`config.mk`:
```
export PLATFORM = sky130hd
export DESIGN_NAME = cpu_dma_mem_arbiter
export DESIGN_NICKNAME = d
export VERILOG_FILES = /design/src/rtl/cpu_dma_mem_arbiter.sv
export SDC_FILE = /design/constraint.sdc
export NUM_CORES = 1
export LEC_CHECK = 0
export ABC_AREA = 1
export CAP_MARGIN = 20
export CORE_MARGIN = 4
export CORE_UTILIZATION = 43
export CTS_CLUSTER_DIAMETER = 80
export CTS_CLUSTER_SIZE = 40
export DETAILED_ROUTE_END_ITERATION = 16
export PLACE_DENSITY_LB_ADDON = 0.05
export RECOVER_POWER = 25
export SKIP_LAST_GASP = 1
export SLEW_MARGIN = 0
export SYNTH_ARGS = -nofsm -noshare
export SYNTH_HDL_FRONTEND = slang
export SYNTH_SLANG_ARGS = --single-unit
```
`constraint.sdc`:
```
create_clock -name clk -period 2.44 [get_ports clk]
set_clock_uncertainty 0.1 [all_clocks]
set_input_delay 0.366 -clock clk [delete_from_list [all_inputs] [get_ports clk]]
set_output_delay 0.366 -clock clk [all_outputs]
set_load 0.01 [all_outputs]
```
`src/rtl/cpu_dma_mem_arbiter.sv`:
```
// Merges the CPU and DMA memory buses onto one A-bus: DMA has priority, a streak counter protects the CPU.
// Define MEMARB_TIMEOUT_EN to add a watchdog that retires a transaction whose q_m_ack never arrives.
module cpu_dma_mem_arbiter #(
  parameter int STARVE_LIMIT   = 4,
  parameter int TIMEOUT_CYCLES = 255
) (
  input  logic        clk,
  input  logic        reset_n,
  input  logic [19:1] cpu_m_addr,
  input  logic [15:0] cpu_m_data_out,
  output logic [15:0] cpu_m_data_in,
  input  logic        cpu_m_access,
  output logic        cpu_m_ack,
  input  logic        cpu_m_wr_en,
  input  logic [1:0]  cpu_m_bytesel,
  input  logic [19:1] dma_m_addr,
  input  logic [15:0] dma_m_data_out,
  output logic [15:0] dma_m_data_in,
  input  logic        dma_m_access,
  output logic        dma_m_ack,
  input  logic        dma_m_wr_en,
  input  logic [1:0]  dma_m_bytesel,
  output logic [19:1] q_m_addr,
  output logic [15:0] q_m_data_out,
  input  logic [15:0] q_m_data_in,
  output logic        q_m_access,
  input  logic        q_m_ack,
  output logic        q_m_wr_en,
  output logic [1:0]  q_m_bytesel,
  output logic        q_dma,
  output logic        timeout_err
);

  typedef enum logic [1:0] {IDLE, SERVE_CPU, SERVE_DMA, RETIRE} state_t;

  localparam logic [2:0] STARVE_LIM = 3'(STARVE_LIMIT);

  state_t      state_reg, state_next;
  logic [2:0]  dma_streak_reg, dma_streak_next;
  logic [19:1] addr_reg, addr_next;
  logic [15:0] wdata_reg, wdata_next;
  logic        access_reg, access_next;
  logic        wr_en_reg, wr_en_next;
  logic [1:0]  bytesel_reg, bytesel_next;
  logic        owner_reg, owner_next;
  logic        cpu_ack_reg, cpu_ack_next;
  logic        dma_ack_reg, dma_ack_next;
  logic [15:0] cpu_rdata_reg, cpu_rdata_next;
  logic [15:0] dma_rdata_reg, dma_rdata_next;
  logic        timeout_err_reg, timeout_err_next;
  logic        timeout_hit;
  logic        grant_cpu, grant_dma;
  logic [15:0] retire_data;

`ifdef MEMARB_TIMEOUT_EN
  localparam logic [7:0] WD_LAST = 8'(TIMEOUT_CYCLES - 1);
  logic [7:0] wd_reg;

  // Cannot wrap: SERVE_x is left no later than the cycle wd_reg hits WD_LAST.
  always_ff @(posedge clk or negedge reset_n) begin
    if (!reset_n)
      wd_reg <= '0;
    else if (state_reg == SERVE_CPU || state_reg == SERVE_DMA)
      wd_reg <= wd_reg + 8'd1;
    else
      wd_reg <= '0;
  end

  assign timeout_hit = (wd_reg == WD_LAST);
`else
  assign timeout_hit = 1'b0;
`endif

  assign grant_cpu   = cpu_m_access && (!dma_m_access || dma_streak_reg >= STARVE_LIM);
  assign grant_dma   = dma_m_access && !grant_cpu;
  assign retire_data = q_m_ack ? q_m_data_in : 16'hFFFF;

  always_comb begin
    state_next       = state_reg;
    dma_streak_next  = dma_streak_reg;
    addr_next        = addr_reg;
    wdata_next       = wdata_reg;
    access_next      = access_reg;
    wr_en_next       = wr_en_reg;
    bytesel_next     = bytesel_reg;
    owner_next       = owner_reg;
    cpu_ack_next     = 1'b0;
    dma_ack_next     = 1'b0;
    cpu_rdata_next   = cpu_rdata_reg;
    dma_rdata_next   = dma_rdata_reg;
    timeout_err_next = timeout_err_reg;
    case (state_reg)
      IDLE: begin
        if (grant_cpu) begin
          addr_next       = cpu_m_addr;
          wdata_next      = cpu_m_data_out;
          wr_en_next      = cpu_m_wr_en;
          bytesel_next    = cpu_m_bytesel;
          owner_next      = 1'b0;
          access_next     = 1'b1;
          dma_streak_next = 3'd0;
          state_next      = SERVE_CPU;
        end else if (grant_dma) begin
          addr_next    = dma_m_addr;
          wdata_next   = dma_m_data_out;
          wr_en_next   = dma_m_wr_en;
          bytesel_next = dma_m_bytesel;
          owner_next   = 1'b1;
          access_next  = 1'b1;
          if (cpu_m_access && dma_streak_reg != 3'd7)
            dma_streak_next = dma_streak_reg + 3'd1;
          state_next   = SERVE_DMA;
        end
      end
      SERVE_CPU, SERVE_DMA: begin
        // A real ack in the watchdog's final cycle wins over the timeout.
        if (q_m_ack || timeout_hit) begin
          access_next = 1'b0;
          if (!q_m_ack)
            timeout_err_next = 1'b1;
          if (state_reg == SERVE_DMA) begin
            dma_ack_next   = 1'b1;
            dma_rdata_next = retire_data;
          end else begin
            cpu_ack_next   = 1'b1;
            cpu_rdata_next = retire_data;
          end
          state_next = RETIRE;
        end
      end
      default: state_next = IDLE;
    endcase
  end

  always_ff @(posedge clk or negedge reset_n) begin
    if (!reset_n) begin
      state_reg       <= IDLE;
      dma_streak_reg  <= '0;
      addr_reg        <= '0;
      wdata_reg       <= '0;
      access_reg      <= 1'b0;
      wr_en_reg       <= 1'b0;
      bytesel_reg     <= '0;
      owner_reg       <= 1'b0;
      cpu_ack_reg     <= 1'b0;
      dma_ack_reg     <= 1'b0;
      cpu_rdata_reg   <= '0;
      dma_rdata_reg   <= '0;
      timeout_err_reg <= 1'b0;
    end else begin
      state_reg       <= state_next;
      dma_streak_reg  <= dma_streak_next;
      addr_reg        <= addr_next;
      wdata_reg       <= wdata_next;
      access_reg      <= access_next;
      wr_en_reg       <= wr_en_next;
      bytesel_reg     <= bytesel_next;
      owner_reg       <= owner_next;
      cpu_ack_reg     <= cpu_ack_next;
      dma_ack_reg     <= dma_ack_next;
      cpu_rdata_reg   <= cpu_rdata_next;
      dma_rdata_reg   <= dma_rdata_next;
      timeout_err_reg <= timeout_err_next;
    end
  end

  assign q_m_addr      = addr_reg;
  assign q_m_data_out  = wdata_reg;
  assign q_m_access    = access_reg;
  assign q_m_wr_en     = wr_en_reg;
  assign q_m_bytesel   = bytesel_reg;
  assign q_dma         = owner_reg;
  assign cpu_m_ack     = cpu_ack_reg;
  assign dma_m_ack     = dma_ack_reg;
  assign cpu_m_data_in = cpu_rdata_reg;
  assign dma_m_data_in = dma_rdata_reg;
  assign timeout_err   = timeout_err_reg;

endmodule

```
==> impl_summary.md <==
Clock network
The sink count of the clock tree is 79. The cell sitting at the root of the clock tree is a sky130_fd_sc_hd__clkbuf_8. The maximum level of the CTS H-tree is 3. The total CTS buffers is 9. Post-CTS repair changed the size of 0 cells. In this run the post-CTS setup repair buffer count came out at 0. The number of hold buffers added after cts is 1.

In this run the deepest clock path goes through 2 buffers. The latest clock arrival within the worst-skew pair is ~0.33 ns. The CTS tree is yes.

After clock tree synthesis, the clock-pin slew on the worst setup and hold paths is roughly 0.080 ns.

Pwr
The power per cell area is roughly 1200 nW/um^2. VDD sags by at most about 670 uV. Summed over all cells, the static leakage comes to between 0.002 and 0.0025 uW. The completed layout was analyzed and its total power is between 6000 and 7000 uW.

Floorplanning
The number of rows created at floorplan is 32. The die is ~97 um wide. The die covers about 9400 um^2. The standard cell core area is approximately 7700 um^2. The vertical die dimension is approximately 97 um. Pin placement for this block handled between 150 and 200 I/O pins. The starting utilization of the core area is 44.2%.

Placement
The HPWL after detailed placement is about 7.3 mm. The routability-driven placement congestion ratio is roughly 0.78. The number of buffer cells added on primary ports is 170.

Route
For this block, the via count after detailed routing is 3342. For this block, the initial DRC count from the detailed router was 150. The count of nets left with antenna violations once routing finished came out at 0. The iteration count of the initial detailed-routing pass is 6. For this run, design rule violations remaining after detail routing come to 0. The routed design has 9.84 mm of wire. After detailed routing, the average wire length per cell comes to between 10 and 15 um. Dividing the detail-routed via count by the number of cells gives 5.06.

Global route
In the global route stage, overall resource usage came out at between 20% and 30%. The largest net degree at the start of global routing is 37. The total overflow left after global routing is 0. The number of antenna violations at the first check in global routing is 0. The number of global-route vias before repair is 3329.

The wire length of the first global-routing pass is ~16 mm.

Worst setup path
The cell family contributing the most delay on the critical path is simple AND/OR/NAND/NOR gates. The startpoint identified for the worst register-to-register timing path is state_reg[0]. The delay contributed by the slowest stage of the critical path is between 0.4 and 0.5 ns.

The critical path goes through inv_1, ha_1, nand2_1, nand2_2, buf_12, nor2_1, a31oi_1. Measured in cells, the most critical reg-to-reg path has a length of 7. The category of the worst setup path launch point is a flip-flop. The critical path data arrival time is between 1.5 and 2 ns.

STA classifies the critical path endpoint as a flip-flop. Counting both buffers and inverters, the worst setup path holds a total of 2. The required time of the worst setup path is between 2 and 3 ns. The worst setup path category is reg -> reg.

The slowest stage of the critical path is the sky130_fd_sc_hd__dfrtp_1 cell. The critical path launch point is state_reg[0]. The worst register-to-register path ends at q_m_data_out[9]. Setup slack on the worst reg-to-reg path comes out at about 0.64 ns. The largest fanout on the critical path is 34.

Timing
At the pin with the least slew margin, the transition time is approximately 0.91 ns. Across all hold checks on the routed design, the worst slack comes to about 0.39 ns. The final-report hold violation count came to 0.

Setup violations remaining at the end of the flow were counted as 0. The total count of max-transition violations in the final report was 0. In this run the tightest slew margin relative to its limit is between 30% and 40%. After layout, the worst path uses between 70% and 80% of the clock period. The time the final worst path needs with I/O delays and setup is between 1.5 and 2 ns.

Based on the critical path, the design can be clocked at up to approximately 560 MHz. The final setup TNS is 0 ns. Setup repair after global routing left no endpoint under its margin.

Yosys
By area the synthesized netlist is led by sky130_fd_sc_hd__dfrtp_1 58%, sky130_fd_sc_hd__nand2_1 9.8%, sky130_fd_sc_hd__a31oi_1 7.2%. After synthesis, the netlist uses 16 different library cells. After synthesis, the mean cell area works out to between 8 and 9 um^2. The proportion of netlist area held by the largest area contributor is about 58%. The register bit total from synthesis is between 70 and 80.

After synthesis the cells add up to 3410 um^2. The warning count from the yosys run is 0. The synthesized netlist cell count is about 390. The cell taking the most area after synthesis is sky130_fd_sc_hd__dfrtp_1.

The sequential-to-total area share from yosys stat is a little under 60%. The net count after synthesis is slightly below 500.

Outcome
The run finished with clean final reports.

Finish
0 antenna diodes ended up in the layout. The layout cell share with drive strength beyond 1 is 5.02%. The top cell types in the final layout, fill and taps aside, are 169 x sky130_fd_sc_hd__clkdlybuf4s50_1, 88 x sky130_fd_sc_hd__nand2_1, 79 x sky130_fd_sc_hd__dfrtp_1. The post-synthesis to final-layout area growth is 59.7%. The layout filler cell count is ~600. The most common cell after layout, fill and taps aside is sky130_fd_sc_hd__clkdlybuf4s50_1. The flip-flop count of the largest register, all copies and words added is 19.

After the last flow step, the layout net total stands at 656.

Worst hold path
In this run the most critical hold path is launched from cpu_m_data_in[4]. The hold-critical path depth is 2. For hold timing, the worst endpoint is cpu_m_data_in[4]. The tightest min-delay check is of the reg -> reg type.

Flow run
The tool flagged a number of max-cap violations equal to 0.
-- through the flow --
stage               util [%]  cell area (um^2)  setup WS, ns  instances
floorplan                  -              3410         0.906        388
global placement        67.7              5230         0.481        644
detailed placement      67.7              5230         0.418        644
CTS                     70.5              5450         0.643        660
global route            70.5              5450         0.477        660
finish                  70.5              5450         0.643        660
-- cell type report --
cell class                 instances  area, um^2  share of cell area, %
timing repair buffer             182        1830                   33.5
tap                              102         128                   2.34
multi-input combinational        254        1200                   22.0
sequential                        79        1980                   36.3
inverter                          28         105                   1.93
clock inverter                     6        86.3                   1.58
clock buffer                       9         124                   2.27
-- power by group --
group | leakage, uW | internal (uW) | total [uW] | switching (uW)
clock network | 0.000105 | 569 | 1030 | 464
logic | 0.00139 | 1660 | 3100 | 1450
registers | 0.000938 | 1950 | 2280 | 332
-- worst max-delay path by stage --
stage	cells past startpoint	slack, ns	endpoint
detailed placement	6	0.42	q_m_addr[13]
CTS	7	0.64	q_m_addr[13]
global route	7	0.48	q_m_wr_en
finish	7	0.64	q_m_data_out[9]
floorplan	8	0.91	cpu_m_data_in[3]
global placement	6	0.48	q_m_access
-- cell usage after synthesis --
cell,number
sky130_fd_sc_hd__a21oi_1,1
sky130_fd_sc_hd__o21ai_1,1
sky130_fd_sc_hd__a31oi_1,39
sky130_fd_sc_hd__nor3_1,1
sky130_fd_sc_hd__ha_1,5
sky130_fd_sc_hd__nand3_1,40
sky130_fd_sc_hd__buf_2,12
sky130_fd_sc_hd__clkbuf_1,11
sky130_fd_sc_hd__buf_4,4
sky130_fd_sc_hd__nand2_1,89
sky130_fd_sc_hd__nor2_1,39
sky130_fd_sc_hd__dfrtp_1,79
sky130_fd_sc_hd__inv_1,28
sky130_fd_sc_hd__o21a_1,1
sky130_fd_sc_hd__conb_1,1
sky130_fd_sc_hd__o21ai_0,37
-- worst min-delay path: stages, from the launching register on --
cell and delay [ns]:
sky130_fd_sc_hd__dfrtp_1 0.35, sky130_fd_sc_hd__nand2_1 0.05, sky130_fd_sc_hd__o21ai_0 0.06
-- kinds of logic after synthesis --
logic type | synth area share [%]
flip-flops | 57.9
AO/OA/AOI/OAI | 13.1
other | 0.110
adder cells (fa/ha/maj) | 1.83
AND/OR/NAND/NOR | 20.1
buffers and inverters | 6.93
-- per-layer routing --
metal	GRT usage (%)	wire, um	up-vias
met1	25.5	4100	1576
met2	34.1	4700	136
met4	7.78	231	0
met3	6.53	803	18
li1	-	-	1612
met5	0	0	-
No activity file was read; power rests on OpenSTA's default activity.
